File: config.mk
export PLATFORM = sky130hd
export DESIGN_NAME = cu_seq_flat
export DESIGN_NICKNAME = d
export VERILOG_FILES = /design/src/rtl/cu_seq_if.sv /design/src/rtl/cu_seq.sv /design/src/flat_wrapper.sv
export SDC_FILE = /design/constraint.sdc
export NUM_CORES = 1
export LEC_CHECK = 0
export BUFFER_PORTS_ARGS = -buffer_cell sky130_fd_sc_hd__buf_2
export CAP_MARGIN = 20
export CORE_UTILIZATION = 45
export DETAILED_ROUTE_END_ITERATION = 8
export MAX_ROUTING_LAYER = met4
export PLACE_DENSITY = 0.72
export SLEW_MARGIN = 20
export SYNTH_ARGS = -nofsm -noshare
export SYNTH_HDL_FRONTEND = slang
export SYNTH_SLANG_ARGS = --single-unit
File: constraint.sdc
create_clock -name clk -period 2.26 [get_ports clk]
set_clock_uncertainty 0.05 [all_clocks]
set_input_delay 0.113 -clock clk [delete_from_list [all_inputs] [get_ports clk]]
set_output_delay 0.113 -clock clk [all_outputs]
set_load 0.03 [all_outputs]
File: src/rtl/cu_seq_if.sv
// Decode-stage control bundle: opcode/interrupt inputs and
// per-stage control outputs of the sequencing control unit.
interface cu_seq_if #(
    parameter int NUM_INT = 2,
    parameter int VEC_W   = 1
);
    logic [7:0]         opcode;
    logic               op_valid;
    logic [NUM_INT-1:0] int_req;
    logic               mem_busy;

    logic               stall;
    logic [NUM_INT-1:0] int_ack;
    logic               wb;
    logic               alu_en;
    logic               imm;
    logic               mr;
    logic               mw;
    logic               jmp;
    logic               ior;
    logic               iow;
    logic [2:0]         alu_ops;
    logic               stack_en;
    logic               stack_pop;
    logic [1:0]         stack_sel;
    logic [3:0]         word_idx;
    logic               pc_load;
    logic               flags_load;
    logic               vec_load;
    logic [VEC_W-1:0]   vec;
    logic               in_isr;

    modport master (
        output opcode, op_valid, int_req, mem_busy,
        input  stall, int_ack, wb, alu_en, imm, mr, mw, jmp,
        input  ior, iow, alu_ops, stack_en, stack_pop, stack_sel,
        input  word_idx, pc_load, flags_load, vec_load, vec, in_isr
    );

    modport slave (
        input  opcode, op_valid, int_req, mem_busy,
        output stall, int_ack, wb, alu_en, imm, mr, mw, jmp,
        output ior, iow, alu_ops, stack_en, stack_pop, stack_sel,
        output word_idx, pc_load, flags_load, vec_load, vec, in_isr
    );
endinterface

File: src/rtl/cu_seq.sv
// Sequencing control unit: single-cycle decode for ordinary opcodes,
// multi-cycle stack micro-sequences for CALL/RET/RTI/interrupt entry.
module cu_seq #(
    parameter int NUM_INT  = 2,
    parameter int VEC_W    = 1,
    parameter int PC_WORDS = 2
) (
    input logic   clk,
    input logic   rst,
    cu_seq_if.slave bus
);
    localparam logic [2:0] S_IDLE    = 3'd0;
    localparam logic [2:0] S_CALL_PC = 3'd1;
    localparam logic [2:0] S_RET_PC  = 3'd2;
    localparam logic [2:0] S_RTI_FLG = 3'd3;
    localparam logic [2:0] S_INT_PC  = 3'd4;
    localparam logic [2:0] S_INT_FLG = 3'd5;
    localparam logic [2:0] S_INT_VEC = 3'd6;

    localparam logic [1:0] SEL_DATA = 2'b00;
    localparam logic [1:0] SEL_PC   = 2'b01;
    localparam logic [1:0] SEL_FLG  = 2'b10;

    localparam logic [3:0] LAST_W = 4'(PC_WORDS - 1);

    logic [2:0]         r_state;
    logic [3:0]         r_widx;
    logic               r_in_isr;
    logic               r_rti;
    logic [VEC_W-1:0]   r_vec;

    logic [2:0]         w_state_nx;
    logic [3:0]         w_widx_nx;
    logic               w_in_isr_nx;
    logic               w_rti_nx;
    logic [VEC_W-1:0]   w_vec_nx;

    logic [2:0]         w_cls;
    logic               w_op0;
    logic               w_is_alu;
    logic               w_is_ld;
    logic               w_is_st;
    logic               w_is_jmp;
    logic               w_is_io;
    logic               w_is_stk;
    logic               w_is_imm;
    logic               w_is_call;
    logic               w_is_ret;
    logic               w_is_rti;

    logic               w_found;
    logic [VEC_W-1:0]   w_pick;
    logic [NUM_INT-1:0] w_ack_oh;
    logic               w_accept;
    logic               w_busy;
    logic               w_last_up;
    logic               w_last_dn;

    logic               w_stall;
    logic [NUM_INT-1:0] w_ack;
    logic               w_wb;
    logic               w_alu_en;
    logic               w_imm;
    logic               w_mr;
    logic               w_mw;
    logic               w_jmp;
    logic               w_ior;
    logic               w_iow;
    logic [2:0]         w_alu_ops;
    logic               w_stack_en;
    logic               w_stack_pop;
    logic [1:0]         w_stack_sel;
    logic [3:0]         w_word_idx;
    logic               w_pc_load;
    logic               w_flags_load;
    logic               w_vec_load;

    assign w_cls     = bus.opcode[5:3];
    assign w_op0     = bus.opcode[0];
    assign w_is_alu  = (w_cls == 3'b000);
    assign w_is_ld   = (w_cls == 3'b001);
    assign w_is_st   = (w_cls == 3'b010);
    assign w_is_jmp  = (w_cls == 3'b011);
    assign w_is_io   = (w_cls == 3'b101);
    assign w_is_stk  = (w_cls == 3'b111);
    assign w_is_imm  = (bus.opcode[7:6] == 2'b01);
    assign w_is_call = (bus.opcode[7:3] == 5'b10110);
    assign w_is_ret  = (bus.opcode[7:3] == 5'b11110) & ~w_op0;
    assign w_is_rti  = (bus.opcode[7:3] == 5'b11110) & w_op0;

    // Lowest-numbered pending request wins.
    always_comb begin
        w_found  = 1'b0;
        w_pick   = '0;
        w_ack_oh = '0;
        for (int i = 0; i < NUM_INT; i++) begin
            if (bus.int_req[i] && !w_found) begin
                w_found     = 1'b1;
                w_pick      = VEC_W'(i);
                w_ack_oh[i] = 1'b1;
            end
        end
    end

    assign w_accept  = (r_state == S_IDLE) & ~r_in_isr & w_found;
    assign w_busy    = bus.mem_busy;
    assign w_last_up = (r_widx == LAST_W);
    assign w_last_dn = (r_widx == 4'd0);

    always_comb begin
        w_state_nx   = r_state;
        w_widx_nx    = r_widx;
        w_in_isr_nx  = r_in_isr;
        w_rti_nx     = r_rti;
        w_vec_nx     = r_vec;
        w_stall      = 1'b0;
        w_ack        = '0;
        w_wb         = 1'b0;
        w_alu_en     = 1'b0;
        w_imm        = 1'b0;
        w_mr         = 1'b0;
        w_mw         = 1'b0;
        w_jmp        = 1'b0;
        w_ior        = 1'b0;
        w_iow        = 1'b0;
        w_alu_ops    = 3'b000;
        w_stack_en   = 1'b0;
        w_stack_pop  = 1'b0;
        w_stack_sel  = SEL_DATA;
        w_word_idx   = 4'd0;
        w_pc_load    = 1'b0;
        w_flags_load = 1'b0;
        w_vec_load   = 1'b0;

        unique case (r_state)
            S_IDLE: begin
                if (w_accept) begin
                    w_stall     = 1'b1;
                    w_ack       = w_ack_oh;
                    w_vec_nx    = w_pick;
                    w_in_isr_nx = 1'b1;
                    w_widx_nx   = 4'd0;
                    w_state_nx  = S_INT_PC;
                end else if (bus.op_valid) begin
                    unique case (1'b1)
                        w_is_call: begin
                            w_stall    = 1'b1;
                            w_widx_nx  = 4'd0;
                            w_state_nx = S_CALL_PC;
                        end
                        w_is_ret: begin
                            w_stall    = 1'b1;
                            w_widx_nx  = LAST_W;
                            w_rti_nx   = 1'b0;
                            w_state_nx = S_RET_PC;
                        end
                        w_is_rti: begin
                            w_stall    = 1'b1;
                            w_rti_nx   = 1'b1;
                            w_state_nx = S_RTI_FLG;
                        end
                        default: begin
                            w_alu_ops   = bus.opcode[2:0];
                            w_imm       = w_is_imm;
                            w_alu_en    = w_is_alu;
                            w_jmp       = w_is_jmp;
                            w_ior       = w_is_io & ~w_op0;
                            w_iow       = w_is_io & w_op0;
                            w_stack_en  = w_is_stk;
                            w_stack_pop = w_is_stk & w_op0;
                            w_mr        = w_is_ld | (w_is_stk & w_op0);
                            w_mw        = w_is_st | (w_is_stk & ~w_op0);
                            w_wb        = w_is_alu | w_is_ld | w_is_imm
                                        | (w_is_io & ~w_op0)
                                        | (w_is_stk & w_op0);
                        end
                    endcase
                end
            end

            S_CALL_PC: begin
                w_stall     = 1'b1;
                w_stack_en  = 1'b1;
                w_stack_sel = SEL_PC;
                w_word_idx  = r_widx;
                w_mw        = 1'b1;
                w_jmp       = w_last_up;
                if (!w_busy) begin
                    if (w_last_up) begin
                        w_widx_nx  = 4'd0;
                        w_state_nx = S_IDLE;
                    end else begin
                        w_widx_nx = r_widx + 4'd1;
                    end
                end
            end

            S_INT_PC: begin
                w_stall     = 1'b1;
                w_stack_en  = 1'b1;
                w_stack_sel = SEL_PC;
                w_word_idx  = r_widx;
                w_mw        = 1'b1;
                if (!w_busy) begin
                    if (w_last_up) begin
                        w_widx_nx  = 4'd0;
                        w_state_nx = S_INT_FLG;
                    end else begin
                        w_widx_nx = r_widx + 4'd1;
                    end
                end
            end

            S_INT_FLG: begin
                w_stall     = 1'b1;
                w_stack_en  = 1'b1;
                w_stack_sel = SEL_FLG;
                w_mw        = 1'b1;
                if (!w_busy) begin
                    w_state_nx = S_INT_VEC;
                end
            end

            // Vector fetch goes through the fetch unit, not the stack.
            S_INT_VEC: begin
                w_stall    = 1'b1;
                w_vec_load = 1'b1;
                w_state_nx = S_IDLE;
            end

            S_RTI_FLG: begin
                w_stall      = 1'b1;
                w_stack_en   = 1'b1;
                w_stack_pop  = 1'b1;
                w_stack_sel  = SEL_FLG;
                w_mr         = 1'b1;
                w_flags_load = 1'b1;
                if (!w_busy) begin
                    w_widx_nx  = LAST_W;
                    w_state_nx = S_RET_PC;
                end
            end

            S_RET_PC: begin
                w_stall     = 1'b1;
                w_stack_en  = 1'b1;
                w_stack_pop = 1'b1;
                w_stack_sel = SEL_PC;
                w_word_idx  = r_widx;
                w_mr        = 1'b1;
                w_pc_load   = 1'b1;
                w_jmp       = w_last_dn;
                if (!w_busy) begin
                    if (w_last_dn) begin
                        w_state_nx = S_IDLE;
                        if (r_rti) begin
                            w_in_isr_nx = 1'b0;
                        end
                    end else begin
                        w_widx_nx = r_widx - 4'd1;
                    end
                end
            end

            default: begin
                w_widx_nx  = 4'd0;
                w_state_nx = S_IDLE;
            end
        endcase
    end

    always_ff @(posedge clk) begin
        if (rst) begin
            r_state  <= S_IDLE;
            r_widx   <= 4'd0;
            r_in_isr <= 1'b0;
            r_rti    <= 1'b0;
            r_vec    <= '0;
        end else begin
            r_state  <= w_state_nx;
            r_widx   <= w_widx_nx;
            r_in_isr <= w_in_isr_nx;
            r_rti    <= w_rti_nx;
            r_vec    <= w_vec_nx;
        end
    end

    // Everything is forced low while reset is asserted, mid-sequence too.
    assign bus.stall      = w_stall & ~rst;
    assign bus.int_ack    = rst ? '0 : w_ack;
    assign bus.wb         = w_wb & ~rst;
    assign bus.alu_en     = w_alu_en & ~rst;
    assign bus.imm        = w_imm & ~rst;
    assign bus.mr         = w_mr & ~rst;
    assign bus.mw         = w_mw & ~rst;
    assign bus.jmp        = w_jmp & ~rst;
    assign bus.ior        = w_ior & ~rst;
    assign bus.iow        = w_iow & ~rst;
    assign bus.alu_ops    = rst ? 3'b000 : w_alu_ops;
    assign bus.stack_en   = w_stack_en & ~rst;
    assign bus.stack_pop  = w_stack_pop & ~rst;
    assign bus.stack_sel  = rst ? 2'b00 : w_stack_sel;
    assign bus.word_idx   = rst ? 4'd0 : w_word_idx;
    assign bus.pc_load    = w_pc_load & ~rst;
    assign bus.flags_load = w_flags_load & ~rst;
    assign bus.vec_load   = w_vec_load & ~rst;
    assign bus.vec        = rst ? '0 : r_vec;
    assign bus.in_isr     = r_in_isr & ~rst;
endmodule
File: src/flat_wrapper.sv
// flat-port wrapper written by rule: the top's interface ports become plain ports
module cu_seq_flat 
#(
    parameter int NUM_INT  = 2,
    parameter int VEC_W    = 1,
    parameter int PC_WORDS = 2
)
  (clk, rst, bus_opcode, bus_op_valid, bus_int_req, bus_mem_busy, bus_stall, bus_int_ack, bus_wb, bus_alu_en, bus_imm, bus_mr, bus_mw, bus_jmp, bus_ior, bus_iow, bus_alu_ops, bus_stack_en, bus_stack_pop, bus_stack_sel, bus_word_idx, bus_pc_load, bus_flags_load, bus_vec_load, bus_vec, bus_in_isr);
  cu_seq_if #(.NUM_INT(NUM_INT), .VEC_W(VEC_W)) bus_i ();
  input logic clk;
  input logic rst;
  input wire logic [$bits(bus_i.opcode)-1:0] bus_opcode;
  input wire logic [$bits(bus_i.op_valid)-1:0] bus_op_valid;
  input wire logic [$bits(bus_i.int_req)-1:0] bus_int_req;
  input wire logic [$bits(bus_i.mem_busy)-1:0] bus_mem_busy;
  output wire logic [$bits(bus_i.stall)-1:0] bus_stall;
  output wire logic [$bits(bus_i.int_ack)-1:0] bus_int_ack;
  output wire logic [$bits(bus_i.wb)-1:0] bus_wb;
  output wire logic [$bits(bus_i.alu_en)-1:0] bus_alu_en;
  output wire logic [$bits(bus_i.imm)-1:0] bus_imm;
  output wire logic [$bits(bus_i.mr)-1:0] bus_mr;
  output wire logic [$bits(bus_i.mw)-1:0] bus_mw;
  output wire logic [$bits(bus_i.jmp)-1:0] bus_jmp;
  output wire logic [$bits(bus_i.ior)-1:0] bus_ior;
  output wire logic [$bits(bus_i.iow)-1:0] bus_iow;
  output wire logic [$bits(bus_i.alu_ops)-1:0] bus_alu_ops;
  output wire logic [$bits(bus_i.stack_en)-1:0] bus_stack_en;
  output wire logic [$bits(bus_i.stack_pop)-1:0] bus_stack_pop;
  output wire logic [$bits(bus_i.stack_sel)-1:0] bus_stack_sel;
  output wire logic [$bits(bus_i.word_idx)-1:0] bus_word_idx;
  output wire logic [$bits(bus_i.pc_load)-1:0] bus_pc_load;
  output wire logic [$bits(bus_i.flags_load)-1:0] bus_flags_load;
  output wire logic [$bits(bus_i.vec_load)-1:0] bus_vec_load;
  output wire logic [$bits(bus_i.vec)-1:0] bus_vec;
  output wire logic [$bits(bus_i.in_isr)-1:0] bus_in_isr;
  assign bus_i.opcode = bus_opcode;
  assign bus_i.op_valid = bus_op_valid;
  assign bus_i.int_req = bus_int_req;
  assign bus_i.mem_busy = bus_mem_busy;
  assign bus_stall = bus_i.stall;
  assign bus_int_ack = bus_i.int_ack;
  assign bus_wb = bus_i.wb;
  assign bus_alu_en = bus_i.alu_en;
  assign bus_imm = bus_i.imm;
  assign bus_mr = bus_i.mr;
  assign bus_mw = bus_i.mw;
  assign bus_jmp = bus_i.jmp;
  assign bus_ior = bus_i.ior;
  assign bus_iow = bus_i.iow;
  assign bus_alu_ops = bus_i.alu_ops;
  assign bus_stack_en = bus_i.stack_en;
  assign bus_stack_pop = bus_i.stack_pop;
  assign bus_stack_sel = bus_i.stack_sel;
  assign bus_word_idx = bus_i.word_idx;
  assign bus_pc_load = bus_i.pc_load;
  assign bus_flags_load = bus_i.flags_load;
  assign bus_vec_load = bus_i.vec_load;
  assign bus_vec = bus_i.vec;
  assign bus_in_isr = bus_i.in_isr;
  cu_seq #(.NUM_INT(NUM_INT), .VEC_W(VEC_W), .PC_WORDS(PC_WORDS)) u_core (.clk(clk), .rst(rst), .bus(bus_i));
endmodule
==> results.md, run 1 <==
- Max_cap viols: 0
- Switch share: 0.516
- Worst min path class: input port to flop
- Yosys warns: 0
- Int Power: 0.695 mW
- CTS H-Tree Depth: 1
- Post-synthesis xor/xnor area fraction: 0.0124
- Comb pwr share: 0.716
- Critical Path Start Type: flop
- Placed cell areas: 0.00150 mm^2
- Pwr per Cell Area: 929 mW/mm^2
- Worst EP required: 2100 ps
- Share of total power in the clock network: 0.086
- CTS Buffer Depth: 2
- First-pass GRT wire length: 6120 um
- Net switching power: 0.740 mW
- Peak VDD IR: 615 uV
- Post-route cell area: 0.00154 mm^2
- Cell Area, Synth: 0.00131 mm^2
- Syn nets: 185
- DRT iter0 DRCs: 33
- Async SR Flop Fraction: 0
- Endpoints failing hold: 0
- WL/cell: 16.0 um
- Final ANT Viol Nets: 0
- CTS sink count: 10
- CTS Buf Count: 3
- Cell count after synthesis: 167
- DRT Pass-1 Iters: 6
- Worst Path Max Fanout: 12
- I/O Pins: 41
- Overall Power: 1.43 mW
- Complex-gate fraction of the synthesized area: 0.316
- Synth Flop Type: dfxtp_1
- DRC violations left: 0
- Arrival @ worst endpoint: 1990 ps
- Chip width: 56.0 um
- Area delta synth->final: 17.7%
- Rel. slew slack: 0.705
- Adder-cell share of the synthesized area: 0.0382
- Initial Util: 0.475
- Sequential fraction of design power: 0.198
- Area leader, netlist: dfxtp_1
- Largest net degree at the start of global routing: 22
- LEAKAGE: 0.651 nW
- Worst hold path depth: 2
- Critical path depth: 5
- Final worst-path cycle share: 0.951
- Post-synth top area share: 0.153
- Crit path buffers/inverters: 1
- Placeable Area: 0.00276 mm^2
- CP max stage delay: 400 ps
- Cts-stage hold buffer count: 0
- Grt total ovfl: 0
- Fin. max-slew vios: 0
- # port buffers: 40
- Critical Path End Type: output pin
- CP top delay family: compound AO/OA/AOI/OAI gates
- DP Wirelength: 2910 um
- Vias in the first global route: 1378
- RSZ-0062 raised after global routing: yes
- GRT Util Overall: 0.251
- Synthesized flop and latch total: 10
- Routed wire length: 3770 um
- Syn Area/Cell: 7.85 um^2
- Cell variety after synth: 56
- Worst-path cell chain: nor3_2 > nand3_2 > o32a_1 > a2111oi_2 > buf_4
- Clock Pin Slew Worst Setup and Hold Paths: 60 ps
- Main combinational cell family by area after synthesis: simple AND/OR/NAND/NOR gates
- Share of cells above drive strength 1: 0.366
- Area contributors post-synth: dfxtp_1, nor3_1, buf_6, a21oi_1, ha_1
- Reg2reg path depth: 6
- DR vias: 1491
- DR vias/cell: 6.32
- Nets: 225
- Synth Area in Simple Gates: 0.358
- Clock Latency Late Sink: 270 ps
- Status: finished clean
- Final min period: 2150 ps
- Number of synthesized flops with an enable pin: 0
- CP max stage cell: dfxtp_2
- Std-Cell Rows: 19
- Initial antenna violation count: 0
- Placed cell count: 232
- Final setup violation count: 0
- Root Driver: clkbuf_4
- CTS tree: done
- Sequential-to-total area share from yosys stat: 0.153
- Placer Congestion: 0.985
- Mux cell area share after synthesis: 0.00763
- N_diodes: 0
- Die area: 0.00313 mm^2
- Slew of the pin with the lowest slew margin: 442 ps
- Post-Layout Cell Count: 236
- Die height: 56.0 um
- Max Clk Rate: 465 MHz
- WS Path Type: flop to output pin
[what timing repair did]
action,in CTS,in global routing
gates cloned,0,0
buffers inserted,1,0
endpoints found under the hold margin,0,0
setup endpoints to repair,2,4
gates resized for setup,1,5
pin swaps,1,0
[cells in the mapped netlist (all sizes together), types with 3 or more instances]
cell type and count:
o21ai 5, nor3 15, clkbuf 6, inv 8
nor2 9, a21oi 11, ha 4, a311oi 4
a211oi 4, or2 4, or3 7, o2bb2ai 3
nand4 3, dfxtp 10, buf 8, nor2b 5
nand2b 3, and2 5, nor4 4, nand2 10
[flip-flops by register name, indices dropped and copies added, names as in the netlist]
register / cells
u_core.r_widx: 4
u_core.r_state: 3
u_core.r_in_isr: 1
u_core.r_rti: 1
u_core.r_vec: 1
[through the flow]
step                      TNS, ps  hold slack (ps)  utilization  worst slack, ps
after CTS                       0             53.8        0.555             53.8
after detailed placement        0              335        0.544              144
after global placement          0              321        0.544              235
final                           0             64.3        0.560              112
after global routing        -1.22             74.2        0.560            -1.22
after floorplan                 0              161            -              169
[worst paths after layout]
| path | startpoint | slack [ps] | end |
|---|---|---|---|
| worst max-delay path | u_core.r_state[0]$_SDFFE_PP0P_ | 110 | bus_jmp |
| worst min-delay path | bus_int_req[0] | 60 | u_core.r_vec$_SDFFE_PP0P_ |
| worst max register to register | u_core.r_widx[0]$_SDFFE_PP0P_ | 150 | u_core.r_widx[2]$_SDFFE_PP0P_ |
| worst min register to register | u_core.r_rti$_SDFFE_PP0P_ | 470 | u_core.r_rti$_SDFFE_PP0P_ |
[cells in the final DEF, fill, tap and decap left out, drive strengths merged, types with 5 or more instances in the layout]
| cell type | n |
|---|---|
| buf | 49 |
| nor3 | 15 |
| a21oi | 11 |
| nand2 | 10 |
| dfxtp | 10 |
| nor2 | 9 |
| inv | 8 |
| or3 | 7 |
| and2 | 5 |
| nor2b | 5 |
| o21ai | 5 |
[power groups by stage]
stage	Clock, mW	Combinational (mW)	Sequential, mW
after CTS	0.124	1.01	0.281
after detailed placement	0	0.987	0.284
after global routing	0.135	1.11	0.290
after global placement	0	0.971	0.280
final	0.123	1.03	0.285
after floorplan	0	0.857	0.242
[layer usage]
layer,share of wire,up-vias,GRT usage
met2,0.50,73,0.422
met1,0.42,697,0.301
met5,0,-,-
met3,0.059,8,0.0372
met4,0.020,0,0.101
li1,-,713,-
[cells by family (layout without fill, tap and decap cells)]
kind of cell,after synthesis,after routing
buf+inv,22,60
flops,10,10
simple gates,79,79
xor+xnor,1,1
fa+ha+maj,4,4
compound gates,50,50
mux,1,1
[cell type report]
| cell class | instances | area, um^2 |
|---|---|---|
| Tap cell | 31 | 38.8 |
| Clock buffer | 3 | 22.5 |
| Timing Repair Buffer | 49 | 273 |
| Fill cell | 248 | 1210 |
| Inverter | 8 | 30.0 |
| Sequential cell | 10 | 204 |
| Multi-Input combinational cell | 135 | 976 |
(Power assumes the default switching activity.)
==> run 2: changes to the inputs <==
--- a/config.mk
+++ b/config.mk
@@ -7,10 +7,10 @@
 export LEC_CHECK = 0
 export BUFFER_PORTS_ARGS = -buffer_cell sky130_fd_sc_hd__buf_2
 export CAP_MARGIN = 20
-export CORE_UTILIZATION = 45
+export CORE_UTILIZATION = 40
 export DETAILED_ROUTE_END_ITERATION = 8
 export MAX_ROUTING_LAYER = met4
-export PLACE_DENSITY = 0.72
+export PLACE_DENSITY = 0.65
 export SLEW_MARGIN = 20
 export SYNTH_ARGS = -nofsm -noshare
 export SYNTH_HDL_FRONTEND = slang
==> results.md, run 2 (synthesized netlist as in run 1, its figures left out) <==
- Final setup violation count: 0
- Commonest cells after routing, fill and taps aside: buf_2, nor3_1, buf_4
- Endpoints failing hold: 0
- Die area: 0.00351 mm^2
- LEAKAGE: 0.667 nW
- Pre-CTS setup slack: 133 ps
- First-pass GRT wire length: 6150 um
- Initial Util: 0.426
- Std-Cell Rows: 20
- I/O Pins: 41
- WL/cell: 15.0 um
- Vias in the first global route: 1328
- Largest net degree at the start of global routing: 16
- DRC violations left: 0
- DP Wirelength: 3000 um
- Reg with most FFs: u_core.r_widx
- Worst-path cell chain: nor3_2 > nand3_2 > or3_4 > nor4b_2 > clkbuf_4
- Int Power: 0.716 mW
- Peak VDD IR: 346 uV
- Setup TNS: 0 ps
- Critical Path Start Type: flop
- Die height: 59.3 um
- Worst Path Max Fanout: 12
- Arrival @ worst endpoint: 1990 ps
- Worst EP required: 2100 ps
- Area delta synth->final: 20.6%
- Critical Path End Type: output pin
- Share of cells above drive strength 1: 0.380
- Layout Utilization: 0.514
- Final min period: 2150 ps
- Max Clk Rate: 465 MHz
- Largest register FFs: 4
- Sequential fraction of design power: 0.198
- Cts-stage hold buffer count: 0
- Nets: 228
- N_diodes: 0
- CTS Buf Count: 3
- WS Path Type: flop to output pin
- Clock Latency Late Sink: 260 ps
- CP top delay family: simple AND/OR/NAND/NOR gates
- Clock Pin Slew Worst Setup and Hold Paths: 70 ps
- Placed cell areas: 0.00154 mm^2
- Crit path buffers/inverters: 1
- Rel. slew slack: 0.671
- Setup ws final: 108 ps
- DRT Pass-1 Iters: 5
- CP max stage cell: or3_4
- Switch share: 0.510
- CP max stage delay: 420 ps
- DR vias: 1474
- GRT Util Overall: 0.238
- Placer Congestion: 0.972
- Placeable Area: 0.00308 mm^2
- Max_cap viols: 0
- CTS H-Tree Depth: 1
- Initial antenna violation count: 0
- Post-route cell area: 0.00158 mm^2
- Slew of the pin with the lowest slew margin: 493 ps
- # port buffers: 40
- Routed wire length: 3780 um
- WHS: 68.8 ps
- Grt total ovfl: 0
- Net switching power: 0.746 mW
- Most common cell after layout, fill and taps aside: buf_2
- Final ANT Viol Nets: 0
- Pwr per Cell Area: 924 mW/mm^2
- Chip width: 59.3 um
- Worst min path class: input port to flop
- DRT iter0 DRCs: 56
- Fin. max-slew vios: 0
- Post-Layout Cell Count: 252
- CTS Buffer Depth: 2
- Share of total power in the clock network: 0.082
- Final worst-path cycle share: 0.952
- CTS sink count: 10
- Overall Power: 1.46 mW
- DR vias/cell: 5.85
- CTS tree: done
- Root Driver: clkbuf_4
- RSZ-0062 raised after global routing: no
- Largest regs: u_core.r_widx: 4 flops, u_core.r_state: 3 flops
- Status: finished clean
- Comb pwr share: 0.719
- Placed cell count: 248
run 2: cell types whose count changed in the layout (fill, tap and decap cells not counted), sizes merged:
cell,previous run,this run
clkbuf,3,4
buf,49,51
run 2: what timing repair did:
action,4_1_cts,5_1_grt
pin swaps,1,0
resized for setup,0,6
setup buffers,1,0
endpoints found under the setup margin,1,5
run 2: per-layer routing:
metal | track usage | part of all wire | up-vias
met3 | 0.0218 | 0.067 | 8
met1 | 0.308 | 0.45 | 676
met5 | - | 0 | -
met4 | 0.0714 | 0.019 | 0
li1 | - | - | 718
met2 | 0.390 | 0.47 | 72
run 2: area by class of cell:
class                   instances  area (um^2)
clock buffers                   3         22.5
fillers                       307         1500
inverters                       8         30.0
multi-input cells             135          976
flip-flops and latches         10          205
well taps                      44         55.1
repair buffers                 52          293
run 2: final timing paths:
path | from | slack (ps) | cells after the start | endpoint
hold reg to reg | u_core.r_rti$_SDFFE_PP0P_ | 450 | 2 | u_core.r_rti$_SDFFE_PP0P_
setup reg to reg | u_core.r_widx[0]$_SDFFE_PP0P_ | 150 | 6 | u_core.r_widx[2]$_SDFFE_PP0P_
hold / removal | bus_int_req[0] | 70 | 2 | u_core.r_vec$_SDFFE_PP0P_
setup / recovery | u_core.r_state[1]$_SDFFE_PP0P_ | 110 | 5 | bus_ior
run 2: power groups by stage:
stage | clock network [mW] | logic [mW] | registers, mW
after floorplan | 0 | 0.857 | 0.242
after global placement | 0 | 1.00 | 0.285
after detailed placement | 0 | 1.02 | 0.288
after CTS | 0.124 | 1.04 | 0.285
after global routing | 0.132 | 1.13 | 0.298
final | 0.121 | 1.05 | 0.290
